==> config.mk <==
export PLATFORM = sky130hd
export DESIGN_NAME = lcd_byte_writer
export DESIGN_NICKNAME = d
export VERILOG_FILES = /design/src/rtl/lcd_pkg.sv /design/src/rtl/lcd_byte_writer.sv
export SDC_FILE = /design/constraint.sdc
export NUM_CORES = 1
export LEC_CHECK = 0
export ABC_AREA = 1
export CAP_MARGIN = 20
export CORE_MARGIN = 5
export CORE_UTILIZATION = 60
export CTS_CLUSTER_SIZE = 25
export DETAILED_ROUTE_END_ITERATION = 12
export PLACE_DENSITY = 0.88
export SYNTH_ARGS = -nofsm -noshare
export SYNTH_HDL_FRONTEND = slang
export SYNTH_SLANG_ARGS = --single-unit
export TNS_END_PERCENT = 50
==> constraint.sdc <==
create_clock -name CLK -period 2.5 [get_ports CLK]
set_input_delay 0.375 -clock CLK [delete_from_list [all_inputs] [get_ports CLK]]
set_output_delay 0.375 -clock CLK [all_outputs]
set_load 0.01 [all_outputs]
==> src/rtl/lcd_pkg.sv <==
// lcd_pkg: shared FSM encoding, LCD pin layout, HD44780 commands and 50 MHz timing defaults.
package lcd_pkg;
  typedef enum logic [2:0] {IDLE, SETUP_H, PULSE_H, GAP, SETUP_L, PULSE_L, HOLD} state_e;
  localparam int RS_BIT = 4;
  localparam logic [7:0] CLEAR     = 8'h01;
  localparam logic [7:0] HOME      = 8'h02;
  localparam logic [7:0] FUNC_4BIT = 8'h28;
  localparam logic [7:0] ENTRY     = 8'h06;
  localparam logic [7:0] DISP_ON   = 8'h0C;
  localparam int SETUP_CYC_DEF      = 2;
  localparam int E_PULSE_CYC_DEF    = 12;
  localparam int NIBBLE_GAP_CYC_DEF = 50;
  localparam int CMD_DELAY_CYC_DEF  = 2500;
  localparam int LONG_DELAY_CYC_DEF = 82000;
  localparam int CNT_W_DEF          = 17;
endpackage

==> src/rtl/lcd_byte_writer.sv <==
// lcd_byte_writer: writes one byte (or a lone high nibble) onto the HD44780 4-bit bus with timed E strobes.
module lcd_byte_writer
  import lcd_pkg::*;
#(
  parameter int SETUP_CYC      = SETUP_CYC_DEF,
  parameter int E_PULSE_CYC    = E_PULSE_CYC_DEF,
  parameter int NIBBLE_GAP_CYC = NIBBLE_GAP_CYC_DEF,
  parameter int CMD_DELAY_CYC  = CMD_DELAY_CYC_DEF,
  parameter int LONG_DELAY_CYC = LONG_DELAY_CYC_DEF,
  parameter int CNT_W          = CNT_W_DEF
) (
  input  logic       CLK,
  input  logic       RST,
  input  logic       wr_valid,
  output logic       wr_ready,
  input  logic       wr_rs,
  input  logic [7:0] wr_data,
  input  logic       wr_long,
  input  logic       wr_nibble,
  output logic       done,
  output logic [4:0] LCD_D,
  output logic       LCD_E
);
  localparam logic [CNT_W-1:0] SETUP_N = CNT_W'(SETUP_CYC - 1);
  localparam logic [CNT_W-1:0] PULSE_N = CNT_W'(E_PULSE_CYC - 1);
  localparam logic [CNT_W-1:0] GAP_N   = CNT_W'(NIBBLE_GAP_CYC - 1);
  localparam logic [CNT_W-1:0] CMD_N   = CNT_W'(CMD_DELAY_CYC - 1);
  localparam logic [CNT_W-1:0] LONG_N  = CNT_W'(LONG_DELAY_CYC - 1);
  state_e state_q, state_d;
  logic [CNT_W-1:0] cnt_q, cnt_d;
  logic [7:0] data_q, data_d;
  logic [4:0] lcd_d_q, lcd_d_d;
  logic rs_q, rs_d, long_q, long_d, nib_q, nib_d;
  logic e_q, e_d, done_q, done_d, ready_q, ready_d;
  logic last, take;
  logic [CNT_W-1:0] hold_n;
  assign last   = cnt_q == '0;
  assign take   = wr_valid && ready_q;
  assign hold_n = long_q ? LONG_N : CMD_N;
  always_comb begin
    state_d = state_q;
    cnt_d   = last ? cnt_q : cnt_q - 1'b1;
    rs_d    = rs_q;
    data_d  = data_q;
    long_d  = long_q;
    nib_d   = nib_q;
    lcd_d_d = lcd_d_q;
    done_d  = 1'b0;
    case (state_q)
      IDLE: if (take) begin
        state_d = SETUP_H;
        cnt_d   = SETUP_N;
        rs_d    = wr_rs;
        data_d  = wr_data;
        long_d  = wr_long;
        nib_d   = wr_nibble;
        lcd_d_d = {wr_rs, wr_data[7:4]};
      end
      SETUP_H: if (last) begin
        state_d = PULSE_H;
        cnt_d   = PULSE_N;
      end
      PULSE_H: if (last) begin
        state_d = nib_q ? HOLD : GAP;
        cnt_d   = nib_q ? hold_n : GAP_N;
      end
      GAP: begin
        // low nibble lands one cycle after E falls so the bus keeps hold time
        lcd_d_d = {rs_q, data_q[3:0]};
        if (last) begin
          state_d = SETUP_L;
          cnt_d   = SETUP_N;
        end
      end
      SETUP_L: if (last) begin
        state_d = PULSE_L;
        cnt_d   = PULSE_N;
      end
      PULSE_L: if (last) begin
        state_d = HOLD;
        cnt_d   = hold_n;
      end
      HOLD: if (last) begin
        state_d = IDLE;
        done_d  = 1'b1;
      end
      default: state_d = IDLE;
    endcase
    e_d     = state_d == PULSE_H || state_d == PULSE_L;
    ready_d = state_d == IDLE;
  end
  always_ff @(posedge CLK) begin
    if (RST) begin
      state_q <= IDLE;
      cnt_q   <= '0;
      rs_q    <= 1'b0;
      data_q  <= '0;
      long_q  <= 1'b0;
      nib_q   <= 1'b0;
      lcd_d_q <= '0;
      e_q     <= 1'b0;
      done_q  <= 1'b0;
      ready_q <= 1'b0;
    end else begin
      state_q <= state_d;
      cnt_q   <= cnt_d;
      rs_q    <= rs_d;
      data_q  <= data_d;
      long_q  <= long_d;
      nib_q   <= nib_d;
      lcd_d_q <= lcd_d_d;
      e_q     <= e_d;
      done_q  <= done_d;
      ready_q <= ready_d;
    end
  end
  assign wr_ready = ready_q;
  assign done     = done_q;
  assign LCD_D    = lcd_d_q;
  assign LCD_E    = e_q;
endmodule

Word level (Yosys, flattened, before mapping)
Cells that the tools add are included.
- output and inout bits: 8
- flip-flop bits (word level): 35
- word-level logic and storage cells: 52
- input port bits: 14
- reductions and logical operators: 10
- bitwise logic cells: 1
- multiplexer cells: 21
- add/subtract/negate cells: 1
- eq/ne operators: 9
- operators with widths (cell ; number):
    $mux 17 ; 8
    $pmux 17 s5 ; 1
    $mux 3 ; 8
    $pmux 3 s7 ; 1
    $logic_not 17->1 ; 1
    $sub 17x1->17 const B ; 1
    $eq 3x3->1 const B ; 4
    $pmux 5 s2 ; 1
    $eq 3x2->1 const B ; 3
    $logic_not 3->1 ; 2
    $mux 5 ; 1
    $reduce_and 2->1 ; 2
    $reduce_or 2->1 ; 2
    $eq 3x1->1 const B ; 1
    $ne 2x2->1 const B ; 1
    $reduce_bool 2->1 ; 1
    $logic_and 1x1->1 ; 1
    $logic_or 1x1->1 ; 1
    $mux 1 ; 1
    $not 1->1 ; 1

Logic depth before layout (Yosys ltp)
- depth after elaboration: 5
- depth in mapped cells: 14

Least setup slack after synthesis
OpenSTA, ideal clock, no wires.
- kind: register -> register
- start point: reg cnt_q[0]
- end point: reg cnt_q[0]
- path slack: 761 ps
- required time: 2391 ps
- data arrival time: 1630 ps
- cell stages (with the launch flop): 11
- cells stage by stage: dfxtp_1 -> inv_1 -> ha_1 -> nand2_2 -> nor2_4 -> nand3_4 -> buf_2 -> ha_1 -> a32o_1 -> nand2_1 -> inv_1
- cells in the longest elaborated chain, start to end: 4
- elaborated cells on any way between the ends: 9
- those cells by class: 1 x add/sub; 7 x mux; 1 x reduce/logical
- RTL lines (item ; RTL line ; RTL):
    from (decl) ; lcd_byte_writer.sv:30 ; logic [CNT_W-1:0] cnt_q, cnt_d;
    from (signal assigned) ; lcd_byte_writer.sv:106 ; cnt_q <= cnt_d;
    $sub 17x1->17 / $logic_not 17->1 (equally long branches) ; lcd_byte_writer.sv:42, lcd_byte_writer.sv:37 ;
    $mux 17 ; lcd_byte_writer.sv:42 ; cnt_d = last ? cnt_q : cnt_q - 1'b1;
    $mux 17 (on tied branches) ; -- ;
    $pmux 17 s5 (*) ; lcd_byte_writer.sv:49 ; case (state_q)
Mark *: on every way between the ends. The rest lies on a longest branch, timed or not.
A chain may end at the register's enable or synchronous reset.

Worst setup path in the final report
- start point: reg cnt_q[0]
- end point: reg cnt_q[8]
Same word-level chain as after synthesis.

==> key figures <==
Timing
  – Max Slew Vio Count: 0
  – Slew HR: 73.0%
  – Setup violators final: 0
  – Tcrit/Tclk final: 84.8%
  – Setup TNS: 0 ns
  – FMAX: 472 MHz
  – Hold Slack: 0.460 ns
  – RSZ-0062 raised after global routing: no
  – Layout Skew: 0.0112 ns
  – Actual slew at the worst max-slew pin: 0.402 ns
  – Fin worst setup slack: 0.381 ns
  – Tmin final: 2.12 ns
  – Final Hold Fails: 0

Power and ir drop
  – Net Sw Frac: 49.5%
  – Static Leak: 1.00 nW
  – Combinational share of power: 60.6%
  – Total power: 2.98 mW
  – Cell-internal power: 1.51 mW
  – P_sw: 1.48 mW
  – Reg power frac: 28.6%
  – Worst VDD drop: 682 uV
  – Share of total power in the clock network: 10.7%
  – Power Dens Cells: 1330 nW/um2

Route
  – Post-Route WL: 4.67 mm
  – First DRT Iteration DRCs: 142
  – Vias: 1,928
  – Routed Antenna Nets: 0
  – DRC Markers: 0
  – Drt wl/cell: 13.1 um
  – DR pass1 iterations: 4
  – Post-DR vias/cell: 5.42

Finish
  – Seq. cell area: 701 um2
  – Fin area: 2240 um2
  – Post-layout util: 72.9%
  – Antenna Cells: 0
  – Fin nets: 328
  – Multi-input gate area: 1050 um2
  – Layout cells sized above 1: 8.97%
  – Fillers: 260
  – Area growth, synth to finish: 16.2%
  – Layout Cells excl Fill: 356

Placed design
  – Placed Instance Area: 2190 um2
  – RePlAce Congestion: 0.949
  – Setup Slack @ Placement: 0.511 ns
  – Placed cells: 349
  – Dpl hpwl: 3.41 mm
  – Port Buffers: 21

Clock network
  – CTS H-Tree Depth: 2
  – Cts bufs inserted: 5
  – TritonCTS clock tree: built
  – Clk slew on worst S/H paths: 0.11 ns
  – Post-CTS Setup Bufs: 0
  – Clock root buffer: clkbuf_4
  – Clk buf depth: 2
  – Worst-skew pair later-pin latency: 0.35 ns
  – CTS Hold Buffers Added: 0
  – Clock sink count: 35
  – PostCTS Resize Cnt: 0

Min path
  – HP Class: reg2reg

Critical path
  – CP peak stage delay: 0.34 ns
  – CP delay by family, top: simple AND/OR/NAND/NOR gates
  – Worst-path fanout max: 23
  – Crit path kind: reg2reg
  – Critical path launch point type: register
  – Crit-path cells: inv_1, ha_1, nand2_2, nor2_4, nand3_4, o21ai_1, nand3_1, nand3_1, inv_1, nor2_1, nor2_1
  – Crit path buffers/inverters: 2
  – Worst path required time: 2.76 ns
  – Endpoint type of the worst setup path: register
  – Critical Path AT: 2.38 ns
  – Worst path slowest cell: dfxtp_1

Global routing
  – Largest net degree at the start of global routing: 24
  – Tot GR Track Use: 24.0%
  – Global-route wire length before repair: 8.13 mm
  – Initial antenna violation count: 0
  – Vias in the first global route: 1,894
  – Total grt overflow: 0

Floorplanning
  – Core area: 3080 um2
  – Die area: 4450 um2
  – Initial Utilization: 62.8%
  – Die width: 66.7 um
  – FP Rows: 20
  – # IOs: 22
  – Chip height: 66.7 um

Yosys
  – Synth Area in Compound Gates: 14.3%
  – Xor/xnor cell area share of the yosys netlist: 4.08%
  – Post-Syn Area: 1930 um2
  – Syn_nets: 303
  – Yosys cell types: 33
  – Syn avg cell area: 6.73 um2
  – Largest family of logic cells by synthesized area: simple AND/OR/NAND/NOR gates
  – Post-synthesis sequential element count: 35
  – Post-synthesis simple-gate area fraction: 34.7%
  – Synth Area in Adders: 1.30%
  – Mux cell area share after synthesis: 0%
  – Syn Inst Count: 287
  – Yosys warns: 0
  – Sequential share of the synthesized area: 36.3%

Outcome
  – Status: finished clean

Job
  – # Max-Cap Violations: 0
[final cells by class]
type,count,share of cell area [%]
Clock buffer,6,2.29
Sequential cell,35,31.2
Tap cell,44,2.45
Multi-Input combinational cell,207,46.8
Inverter,38,6.35
Timing Repair Buffer,25,10.7
Clock inverter,1,0.223
[synth_stat cells, drive strengths merged]
cell	n	area, um2
o22ai	2	12.5
clkbuf	2	7.51
o21ai	16	87.6
o211ai	1	7.51
buf	5	31.3
xnor2	2	17.5
a21boi	1	7.51
or2	2	12.5
nand3b	1	7.51
xor2	7	61.3
inv	38	143
nand3	17	97.6
nor3	6	35.0
ha	2	25.0
a31oi	7	43.8
a21oi	20	100
and2	1	6.26
nand4	6	37.5
nor4	2	12.5
dfxtp	35	701
nor2	46	198
o21bai	1	7.51
nand2	66	263
a32o	1	10.0
[per-layer routing]
layer / GRT usage, % / vias to the layer above / part of all wire, %
met3: 6.58 / 5 / 7.7
met5: 0 / - / 0
met2: 40.7 / 79 / 49
met4: 11.2 / 0 / 1.2
met1: 27.8 / 865 / 42
li1: - / 979 / -
[power groups by stage]
stage	logic (mW)	registers [mW]	clock network, mW
after detailed placement	1.77	0.863	0
final	1.81	0.854	0.321
after floorplan	1.41	0.847	0
after CTS	1.80	0.852	0.326
after global placement	1.73	0.859	0
after global routing	2.02	0.877	0.357
[registers in the layout, summed over array words and instances, names as in the netlist, 3 cells and up]
name / cells
LCD_D: 5
cnt_q: 17
data_q: 4
state_q: 3
[worst min-delay path, cell delays in order (launching register included)]
cell and delay (ns):
dfxtp_1 0.31, inv_1 0.06, a21oi_1 0.05
[final timing paths]
path / startpoint / to / slack (ns) / depth (start not counted)
setup / recovery: cnt_q[0] / cnt_q[8] / 0.38 / 11
hold / removal: data_q[0] / data_q[0] / 0.46 / 2
setup reg to reg: cnt_q[0] / cnt_q[8] / 0.38 / 11
hold reg to reg: data_q[0] / data_q[0] / 0.46 / 2
[logic make-up after synthesis]
group,count (synthesis)
AO/OA/AOI/OAI,49
XOR/XNOR,9
adder cells (fa/ha/maj),2
buffers and inverters,45
flip-flops,35
AND/OR/NAND/NOR,147
[layout by cell type, fill, tap and decap left out, types with 4 or more instances in the layout]
master           instances
a21oi_1                 20
a31oi_1                  7
buf_4                    4
clkbuf_4                 5
clkdlybuf4s50_1         21
dfxtp_1                 35
inv_1                   38
nand2_1                 60
nand2_2                  6
nand3_1                 16
nand4_1                  6
nor2_1                  40
nor2_2                   4
nor3_1                   5
o21ai_0                 11
xor2_1                   7
Power figures use the tool's default switching activity.
